$ cat config.mk
export PLATFORM = sky130hd
export DESIGN_NAME = prog_loader
export DESIGN_NICKNAME = d
export VERILOG_FILES = /design/src/rtl/prog_loader.sv
export SDC_FILE = /design/constraint.sdc
export NUM_CORES = 1
export LEC_CHECK = 0
export ABC_CLOCK_PERIOD_IN_PS = 4400
export CAP_MARGIN = 0
export CORE_MARGIN = 3
export CORE_UTILIZATION = 40
export CTS_BUF_LIST = sky130_fd_sc_hd__clkbuf_4 sky130_fd_sc_hd__clkbuf_8
export DETAILED_ROUTE_END_ITERATION = 8
export GPL_ROUTABILITY_DRIVEN = 0
export GPL_TIMING_DRIVEN = 0
export PLACE_DENSITY = 0.66
export SYNTH_ARGS = -nofsm -noshare
export SYNTH_HDL_FRONTEND = slang
export SYNTH_SLANG_ARGS = --single-unit
$ cat constraint.sdc
create_clock -name clk -period 4.4 [get_ports clk]
set_input_delay 0.44 -clock clk [delete_from_list [all_inputs] [get_ports clk]]
set_output_delay 0.44 -clock clk [all_outputs]
set_load 0.005 [all_outputs]
$ cat src/rtl/prog_loader.sv
// Boot loader: parses a framed UART byte stream, writes 16-bit words to instruction
// memory, verifies the checksum and holds the CPU in reset until a load succeeds.
module prog_loader #(
  parameter int ADDR_W    = 15,
  parameter int MAX_WORDS = 32768,
  parameter int TIMEOUT   = 1000000
) (
  input  logic              clk,
  input  logic              reset,
  input  logic [7:0]        rx_data,
  input  logic              rx_valid,
  output logic              rx_ready,
  input  logic              restart,
  output logic              imem_we,
  output logic [ADDR_W-1:0] imem_addr,
  output logic [15:0]       imem_wdata,
  output logic              cpu_reset,
  output logic              load_done,
  output logic              load_error,
  output logic [1:0]        err_code
);

  localparam int             IW       = (TIMEOUT > 2) ? $clog2(TIMEOUT) : 1;
  localparam logic [IW-1:0]  IDLE_MAX = IW'(TIMEOUT - 1);
  localparam logic [16:0]    MAX_CNT  = 17'(MAX_WORDS);

  typedef enum logic [2:0] {
    SYNC, CNT_HI, CNT_LO, DATA_HI, DATA_LO, CHK, RUN, ERROR
  } state_t;

  state_t        state, state_nx;
  logic [1:0]    err_nx;
  logic [15:0]   count, word_idx, cnt_new;
  logic [7:0]    hi_byte, sum;
  logic [IW-1:0] idle;
  logic          xfer, timed, tmo, bad_cnt;

  assign rx_ready   = (state != RUN) && (state != ERROR);
  assign load_done  = (state == RUN);
  assign load_error = (state == ERROR);
  assign xfer       = rx_valid & rx_ready;
  assign timed      = (state != SYNC) && rx_ready;
  assign tmo        = timed && !xfer && (idle == IDLE_MAX);
  assign cnt_new    = {count[15:8], rx_data};
  assign bad_cnt    = (cnt_new == 16'd0) || ({1'b0, cnt_new} > MAX_CNT);

  always_comb begin
    state_nx = state;
    err_nx   = err_code;
    case (state)
      SYNC:    if (xfer && rx_data == 8'hA5) state_nx = CNT_HI;
      CNT_HI:  if (xfer) state_nx = CNT_LO;
      CNT_LO:  if (xfer) begin
                 if (bad_cnt) begin
                   state_nx = ERROR;
                   err_nx   = 2'd1;
                 end else begin
                   state_nx = DATA_HI;
                 end
               end
      DATA_HI: if (xfer) state_nx = DATA_LO;
      DATA_LO: if (xfer) state_nx = (word_idx == count - 16'd1) ? CHK : DATA_HI;
      CHK:     if (xfer) begin
                 if (rx_data == sum) begin
                   state_nx = RUN;
                 end else begin
                   state_nx = ERROR;
                   err_nx   = 2'd2;
                 end
               end
      RUN:     if (restart) state_nx = SYNC;
      ERROR:   if (restart) begin
                 state_nx = SYNC;
                 err_nx   = 2'd0;
               end
      default: state_nx = SYNC;
    endcase
    // a transfer in the expiring cycle keeps tmo low, so the byte wins
    if (tmo) begin
      state_nx = ERROR;
      err_nx   = 2'd3;
    end
  end

  always_ff @(posedge clk or negedge reset) begin
    if (!reset) begin
      state      <= SYNC;
      err_code   <= 2'd0;
      cpu_reset  <= 1'b1;
      idle       <= '0;
      count      <= 16'd0;
      word_idx   <= 16'd0;
      hi_byte    <= 8'd0;
      sum        <= 8'd0;
      imem_we    <= 1'b0;
      imem_addr  <= '0;
      imem_wdata <= 16'd0;
    end else begin
      state     <= state_nx;
      err_code  <= err_nx;
      cpu_reset <= (state_nx != RUN);
      imem_we   <= 1'b0;

      if (xfer || state_nx != state || !timed) idle <= '0;
      else                                      idle <= idle + 1'b1;

      if (xfer) begin
        case (state)
          CNT_HI: count[15:8] <= rx_data;
          CNT_LO: begin
            count[7:0] <= rx_data;
            word_idx   <= 16'd0;
            sum        <= 8'd0;
          end
          DATA_HI: begin
            hi_byte <= rx_data;
            sum     <= sum + rx_data;
          end
          DATA_LO: begin
            sum        <= sum + rx_data;
            imem_we    <= 1'b1;
            imem_wdata <= {hi_byte, rx_data};
            imem_addr  <= word_idx[ADDR_W-1:0];
            word_idx   <= word_idx + 16'd1;
          end
          default: ;
        endcase
      end
    end
  end

endmodule

======== After elaboration in Yosys (flattened, before gate mapping) ========
Index checks and enable logic that the tools add are counted.
word-level totals
  register bits after elaboration ......... 106
  bits in latches ......................... 0
  memory bits (writable) .................. 0
  ROM bits ................................ 0
  input bits .............................. 12
  output and inout port bits .............. 38
  logic and storage cells ................. 87
  memories kept ........................... 0
cells by class
  $add $sub $neg .......................... 4
  multiply operators ...................... 0
  divide/modulo/power cells ............... 0
  magnitude comparators ................... 1
  equal/unequal tests ..................... 20
  shifts and indexed selects .............. 0
  mux-type cells .......................... 24
  bitwise gates (word level) .............. 1
  reductions and logical operators ........ 25
operators by type and width
  kind                                                number
  case mux 16 bit (2 select lines)                    1
  two-way mux 3 bit                                   10
  inequality test 3 bit, second input constant        7
  case mux 3 bit (7 select lines)                     1
  adder 20 x 1 -> 20 bit, second input constant       1
  == test 20 bit, second input constant               1
  two-way mux 20 bit                                  1
  adder 16 x 1 -> 16 bit, second input constant       1
  == test 16 bit                                      1
  > comparator 16 bit, second input constant          1
  logical NOT 16 bit                                  1
  case mux 8 bit (2 select lines)                     1
  subtractor 16 x 1 -> 16 bit, second input constant  1
  == test 3 bit, second input constant                4
  two-way mux 2 bit                                   6
  AND reduction 2 bit                                 6
  adder 8 bit                                         1
  == test 8 bit                                       1
  == test 8 bit, second input constant                1
  == test 3 x 2 -> 1 bit, second input constant       2
  case mux 2 bit (3 select lines)                     1
  AND reduction 6 bit                                 1
  logical AND 1 bit                                   5
  nonzero test 2 bit                                  2
  other kinds (11)                                    17

======== Depth between registers and ports, before layout ========
Gate-level depths: netlist of run 1.
  depth in word-level cells ............... 11
  depth in mapped cells ................... 9
  gate-level depth less buffers ........... 9

======== Worst setup path before layout of run 1 ========
No wires, ideal clock.
  kind .................................... flip-flop to flip-flop
  start ................................... reg count[0]
  end ..................................... reg state[1]
  setup time .............................. 0.131 ns
  arrival time ............................ 2.576 ns
  required time ........................... 4.269 ns
  setup slack ............................. 1.693 ns
  stages on the path, launching flop included .. 9
  buffers on the path ..................... 0
  clock period less this slack ............ 2.707 ns
  cell sequence ........................... dfrtp_1 -> inv_1 -> ha_1 -> or4b_1 -> or4_1 -> or3_1 -> a21oi_1 -> a31oi_1 -> or3_1
between the ends
  word-level cells in the longest chain between the ends .. 6
ends and longest elaborated chain
  element                          RTL line  text
  start, declared                  33        logic [15:0] count, word_idx, cnt_new;
  start signal, assigned           111       count[7:0] <= rx_data;
  subtractor 16 x 1 -> 16 bit      62        DATA_LO: if (xfer) state_nx = (word_idx == count - 16'd1) ? CHK : DATA_HI;
  == test 16 bit                   62
  two-way mux 3 bit (2 in series)  62
  case mux 3 bit (7 select lines)  50        case (state)
  two-way mux 3 bit                79        if (tmo) begin
  net state_nx[1]                  31        state_t state, state_nx;
  end signal, assigned             99        state <= state_nx;
  end, declared                    31
The timed path passes the listed nets, and every way through them passes these cells.
A chain may end at the register's enable or synchronous reset.

======== Final worst setup path of run 1 ========
Same ends and word-level chain as after synthesis.

==> out/qor.yml, run 1 <==
status:
  status: "complete, no violations"
setup_path:
  critical_path.reg2reg.startpoint: "count[0]$_DFFE_PN0P_"
  cp-end-kind: "register"
  r2r_setup_slack_ns: 1.32
  cp-startpoint: "count[0]$_DFFE_PN0P_"
  arrival_ns: 3.35
  worst-setup-path-type: "reg2reg"
  endpoint: "state[1]$_DFF_PN0_"
  cp.required_ns: 4.66
  startpoint_type: "register"
  r2r-end: "state[1]$_DFF_PN0_"
  r2r_cells: 8
  path_max_fanout: 5
timing:
  setup_viol: 0
  slew_headroom_pct: 20.6
  worstMarginPinSlew_ns: 1.18
  hold_violations: 0
  min_period_ns: 3.08
  rsz0062_at_grt: "false"
  slew_viol_final: 0
  period_share_pct: 70.1
  max_freq_ghz: 0.324
  clock_skew_ns: 0.0134
clock_tree:
  cts_tree: "yes"
  numCtsBuffers: 9
  cts_hold_buf: 0
  htree_num_levels: 3
  cts_setup_buffers: 0
  clkTransAtPathRegs_ns: 0.10
  cts_root_buf: "clkbuf_8"
  cts_resized: 0
  insertion_delay_ns: 0.39
  cts.path.max_buffers: 2
  cts.sinks: 106
synth:
  synth_area_um2: 5450
  ys_top_cells_by_area: "dfrtp_1 48%, mux2_2 11%, xnor2_1 4.8%"
  ys_ff_latch: 106
  syn_area_per_cell_um2: 10.7
  synth_edf_count: 0
  synthCells: 510
  yosys.area.top_type: "dfrtp_1"
  yosys_warnings: 0
  synth_seq_area_share_pct: 48.7
  synth_flop_cell: "dfrtp_1"
  syn_nets: 533
  synth.distinct_cells: 58
  synth_top_area_share_pct: 48.2
  async_flop_share_pct: 100
die:
  start_util_pct: 41.0
  die_h_um: 123
  dieArea_um2: 15100
  core_area_um2: 13300
  ios: 50
  die_x_um: 123
  num_rows: 42
power_and_ir_drop:
  internal-power_mw: 2.27
  ir_drop_uv: 319
  total_power_mw: 3.40
  power_frac_comb_pct: 36.4
  switchingPower_mw: 1.13
  p_sw_share_pct: 33.2
  pwr-share-seq_pct: 42.0
  powerDensity_nw_per_um2: 530
  cellLeakagePower_nw: 2.75
  p_clk_share_pct: 21.6
finish:
  area_growth_syn_to_layout_pct: 17.9
  final_common_cell: "dfrtp_1"
  final_net_count: 593
  drive_gt1_share_pct: 15.1
  postLayoutCoreUtil_pct: 48.3
  fin_area_um2: 6420
  layout_common_cells: "105 x dfrtp_1, 55 x mux2_2, 52 x nor2_1, 47 x clkdlybuf4s50_1"
  diodes: 0
placed_design:
  hpwl_um: 8480
  dpl-instance-area_um2: 6170
  portBuffers: 48
hold_path:
  hold_path.class: "in2async"
drt:
  vias_per_cell: 5.30
  firstDrtPassIters: 4
  drt-total-wl_um: 11700
  drt_iter0_drc: 212
  wl_per_cell_um: 15.6
  antenna_left: 0
  drc: 0
  dr_total_vias: 3979
run:
  max-cap-violations: 0
grt:
  grt_pass1_wl_um: 19700
  grt_start_max_net_pins: 59
  grt-ovfl-total: 0
  grt_antenna_before_repair: 0
  grtUsageTotal_pct: 16.7
  grt_pass1_vias: 3960
-- worst min-delay path by stage --
stage	to	start	slack (ns)	cells past startpoint
2_1_floorplan	count[0]$_DFFE_PN0P_	reset	0.14	0
3_3_place_gp	idle[0]$_DFF_PN0_	idle[0]$_DFF_PN0_	0.47	1
3_5_place_dp	idle[0]$_DFF_PN0_	idle[0]$_DFF_PN0_	0.47	1
4_1_cts	err_code[0]$_DFFE_PN0P_	reset	0.07	1
5_1_grt	err_code[1]$_DFFE_PN0P_	reset	0.09	1
6_report	err_code[1]$_DFFE_PN0P_	reset	0.06	1
-- power by group through the flow --
stage          logic, mW  clock network (mW)  registers, mW
3_3_place_gp        1.20                   0           1.44
6_report            1.24               0.736           1.43
3_5_place_dp        1.24                   0           1.45
4_1_cts             1.25               0.757           1.43
2_1_floorplan      0.871                   0           1.40
5_1_grt             1.38               0.795           1.47
-- routing by layer --
layer	up-vias	wire length (um)	share of wire, %	global-route usage (%)
met3	18	512	4.4	3.96
met1	1961	5470	47	22.1
li1	1912	-	-	-
met5	-	0	0	0
met2	88	5520	47	26.5
met4	0	240	2.0	6.58
-- area by class of cell --
type / instances / area [um2]
repair buffers: 49 / 505
multi-input cells: 369 / 2650
clock inverters: 5 / 100
clock buffers: 11 / 151
inverters: 12 / 45.0
plain buffers: 23 / 93.8
flip-flops and latches: 106 / 2650
fillers: 1216 / 6870
well taps: 176 / 220
-- logic make-up after synthesis --
| group | Yosys count | synth area share [%] |
|---|---|---|
| flops | 106 | 48.7 |
| simple gates | 173 | 16.9 |
| buf+inv | 35 | 2.55 |
| compound gates | 71 | 8.32 |
| xor+xnor | 58 | 9.33 |
| fa+ha+maj | 11 | 2.66 |
| mux | 56 | 11.6 |
-- registers in the layout, summed over array words and instances (netlist names) --
register and flops:
idle 20, count 16, imem_wdata 16, word_idx 16
imem_addr 15, hi_byte 8, sum 8, state 3
err_code 2, cpu_reset 1, imem_we 1
-- worst max-delay path, cell delays in order (launching register included) --
cell and delay [ns]:
dfrtp_1 0.44, inv_1 0.10, ha_1 0.25, or4b_1 0.52, or4_1 0.44, or3_1 0.38, a21oi_1 0.25, a31oi_1 0.16
or3_1 0.40
-- stage by stage --
stage	setup TNS [ns]	instances	hold slack (ns)	setup WS, ns
2_1_floorplan	0	510	0.144	1.69
5_1_grt	0	751	0.0945	1.15
6_report	0	751	0.0593	1.32
4_1_cts	0	751	0.0678	1.30
3_5_place_dp	0	735	0.470	1.24
3_3_place_gp	-112.01	734	0.470	-1.07
-- synthesized netlist by cell type (all sizes together) (3+ instances only) --
cell,instances
o22ai,3
o21ai,20
or2,3
nor3,12
inv,12
a21o,4
mux2,55
buf,4
nor2,52
xnor2,30
a22o,7
dfrtp,105
clkbuf,19
nor4,4
xor2,28
or4,5
nor2b,4
o21bai,3
nand4,10
ha,10
or3,9
nand2,31
and3,11
a21oi,20
nand3,17
and2,3
(Power assumes the default switching activity.)
==> run 2, diff against run 1 <==
--- a/config.mk
+++ b/config.mk
@@ -5,7 +5,7 @@
 export SDC_FILE = /design/constraint.sdc
 export NUM_CORES = 1
 export LEC_CHECK = 0
-export ABC_CLOCK_PERIOD_IN_PS = 4400
+export ABC_CLOCK_PERIOD_IN_PS = 2750
 export CAP_MARGIN = 0
 export CORE_MARGIN = 3
 export CORE_UTILIZATION = 40
@@ -13,7 +13,7 @@
 export DETAILED_ROUTE_END_ITERATION = 8
 export GPL_ROUTABILITY_DRIVEN = 0
 export GPL_TIMING_DRIVEN = 0
-export PLACE_DENSITY = 0.66
+export PLACE_DENSITY = 0.68
 export SYNTH_ARGS = -nofsm -noshare
 export SYNTH_HDL_FRONTEND = slang
 export SYNTH_SLANG_ARGS = --single-unit
==> constraint.sdc (replaced) <==
create_clock -name clk -period 2.75 [get_ports clk]
set_input_delay 0.275 -clock clk [delete_from_list [all_inputs] [get_ports clk]]
set_output_delay 0.275 -clock clk [all_outputs]
set_load 0.005 [all_outputs]
==> run 2 against run 1 <==
Worst hold slack gained 0.41 ns. Critical path depth stayed put. Largest power group unchanged. The flow now finishes with violations (setup timing). Highest routed layer unchanged. Register-to-register slack got worse by 1.3 ns. First-iteration DRC count shrank 13%. Cell count grew 1.5%. Wire length grew 5.0%. Critical endpoint unchanged.
==> out/qor.yml, run 2 (same netlist as run 1, synthesis figures left out) <==
power_and_ir_drop:
  cellLeakagePower_nw: 2.81  # +2.2%
  ir_drop_uv: 519  # +62%
  powerDensity_nw_per_um2: 841  # +59%
setup_path:
  arrival_ns: 3.03  # -0.32 ns
  crit_path_max_incr_delay_ns: 0.49  # -0.03 ns
  cp-end-kind: "register"
  startpoint_type: "register"
  path_max_fanout: 4  # -1
  worst-setup-path-type: "reg2reg"
  cp_cell_sequence: "inv_2 > ha_4 > or4b_4 > or4_4 > or3_4 > a21oi_4 > a31oi_4 > or3_1"
  cp.required_ns: 3.02  # -1.64 ns
  cp_slowest_cell: "or4b_4"
clock_tree:
  cts.sinks: 106  # unchanged
  cts_tree: "yes"
  numCtsBuffers: 9  # unchanged
  cts.path.max_buffers: 2  # unchanged
  cts_root_buf: "clkbuf_8"
  clkTransAtPathRegs_ns: 0.10  # about the same
  insertion_delay_ns: 0.39  # about the same
  htree_num_levels: 3  # unchanged
placed_design:
  pre_cts_ws_ns: -0.276  # -1.51 ns
  portBuffers: 48  # unchanged
  dpl-instance-area_um2: 6170  # unchanged
  hpwl_um: 8630  # +1.7%
drt:
  dr_total_vias: 4102  # +3.1%
  drc: 0  # unchanged
  maxUsedRoutingLayer: "met4"
  wl_met2_um: 6010  # +8.9%
  drt_iter0_drc: 185  # -13%
  drt-total-wl_um: 12300  # +5.0%
  antenna_left: 0  # unchanged
  vias_per_cell: 5.38  # +1.6%
  firstDrtPassIters: 4  # unchanged
  wl_per_cell_um: 16.2  # +3.5%
  wl_met1_um: 5590  # +2.2%
  met3_length_um: 537  # +4.9%
timing:
  rsz0062_at_grt: "true"
  max_freq_ghz: 0.361  # +11%
  hold_violations: 0  # unchanged
  slew_viol_final: 0  # unchanged
  setup_slack_ns: -0.0170  # -1.33 ns
  setup_viol: 1  # +1
  worstMarginPinSlew_ns: 0.807  # -0.373 ns
  slew_headroom_pct: 45.7  # +25 points
  clock_skew_ns: 0.0123  # -0.00111 ns
  min_period_ns: 2.77  # -0.317 ns
  period_share_pct: 101  # +31 points
grt:
  grt_pass1_vias: 4131  # +4.3%
  grtUsageTotal_pct: 17.2  # +0.49 points
  grt-ovfl-total: 0  # unchanged
  grt_start_max_net_pins: 55  # -6.8%
  grt_pass1_wl_um: 20400  # +3.5%
  grt_antenna_before_repair: 0  # unchanged
finish:
  area_growth_syn_to_layout_pct: 20.4
  layout_common_cells: "103 x dfrtp_1, 55 x mux2_2, 51 x nor2_1, 47 x clkdlybuf4s50_1"
  final_net_count: 605  # +2.0%
  largest_reg_flops: 20  # unchanged
  fin_area_um2: 6560  # +2.1%
  top_register: "idle"
  final_common_cell: "dfrtp_1"
  diodes: 0  # unchanged
  drive_gt1_share_pct: 19.3  # +4.2 points
die:
  die_h_um: 123  # unchanged
  die_x_um: 123  # unchanged
  core_area_um2: 13300  # unchanged
  start_util_pct: 41.0  # unchanged
  dieArea_um2: 15100  # unchanged
  num_rows: 42  # unchanged
  ios: 50  # unchanged
hold_path:
  hold_path.class: "in2async"
status:
  status: "finished with violations"
  violations: "setup timing"
run:
  max-cap-violations: 0  # unchanged
## run 2: cell types whose count changed in the layout (fill, tap and decap cells not counted), sizes merged
| cell | before | now |
|---|---|---|
| clkbuf | 30 | 27 |
| bufinv | 3 | 1 |
| inv | 12 | 14 |
| buf | 6 | 18 |
| clkinv | 2 | 3 |
| dlygate4sd3 | 0 | 1 |
## run 2: power by group
part           internal, mW  leakage [nW]  switching [mW]
Combinational          1.18          1.31            1.07
Sequential             1.95          1.39           0.331
Clock                 0.430         0.102           0.558
## run 2: area by class of cell
type	instances	area [um2]
fill	1176	6740
multi-input combinational	369	2740
sequential	106	2660
timing repair buffer	62	606
tap	176	220
clock buffer	9	124
buffer	22	90.1
clock inverter	6	76.3
inverter	12	45.0
## run 2: worst max-delay path: cells and delay by family (launching register included)
kind                       cells  cell delay [ns]
and+or+nand+nor                4             1.65
DFF                            1             0.42
AOI/OAI and AO/OA              2             0.34
adders and majority gates      1             0.15
buffers and inverters          1             0.10
## run 2: layer usage
| metal | vias to the layer above | track usage [%] |
|---|---|---|
| met2 | 78 | 27.1 |
| met4 | 0 | 6.58 |
| met5 | - | 0 |
| met3 | 15 | 4.79 |
| li1 | 1940 | - |
| met1 | 2069 | 22.5 |
## run 2: timing repair
| item | 4_1_cts | 5_1_grt |
|---|---|---|
| resized for setup | 12 | 7 |
| endpoints found under the hold margin | 51 | 0 |
| endpoints found under the setup margin | 3 | 4 |
| buffers inserted | 5 | 7 |
| hold buffers | 1 | 0 |
| pin swaps | 5 | 4 |
## run 2: stage by stage
| stage | util [%] | setup TNS (ns) | instances | total power, mW | hold slack (ns) |
|---|---|---|---|---|---|
| floorplan | - | 0 | 510 | 3.63 | -0.0206 |
| global placement | 46.2 | -270.82 | 734 | 4.22 | 0.471 |
| detailed placement | 46.4 | -5.97 | 735 | 4.32 | 0.366 |
| CTS | 48.6 | 0 | 756 | 5.43 | 0.480 |
| global route | 49.3 | -0.0745 | 762 | 5.90 | 0.483 |
| finish | 49.3 | -0.0170 | 762 | 5.52 | 0.472 |
## run 2: path summary, 6_finish.rpt
| kind | from | to | slack, ns | cells after the start |
|---|---|---|---|---|
| setup reg to reg | count[1]$_DFFE_PN0P_ | state[1]$_DFF_PN0_ | -0.02 | 8 |
| hold / removal | reset | err_code[0]$_DFFE_PN0P_ | 0.47 | 2 |
| hold reg to reg | idle[0]$_DFF_PN0_ | idle[0]$_DFF_PN0_ | 0.50 | 1 |
| setup / recovery | count[1]$_DFFE_PN0P_ | state[1]$_DFF_PN0_ | -0.02 | 8 |
| max in group asynchronous | reset | count[8]$_DFFE_PN0P_ | 1.57 | 3 |
| min in group clk | rx_data[7] | hi_byte[7]$_DFFE_PN0P_ | 0.49 | 2 |
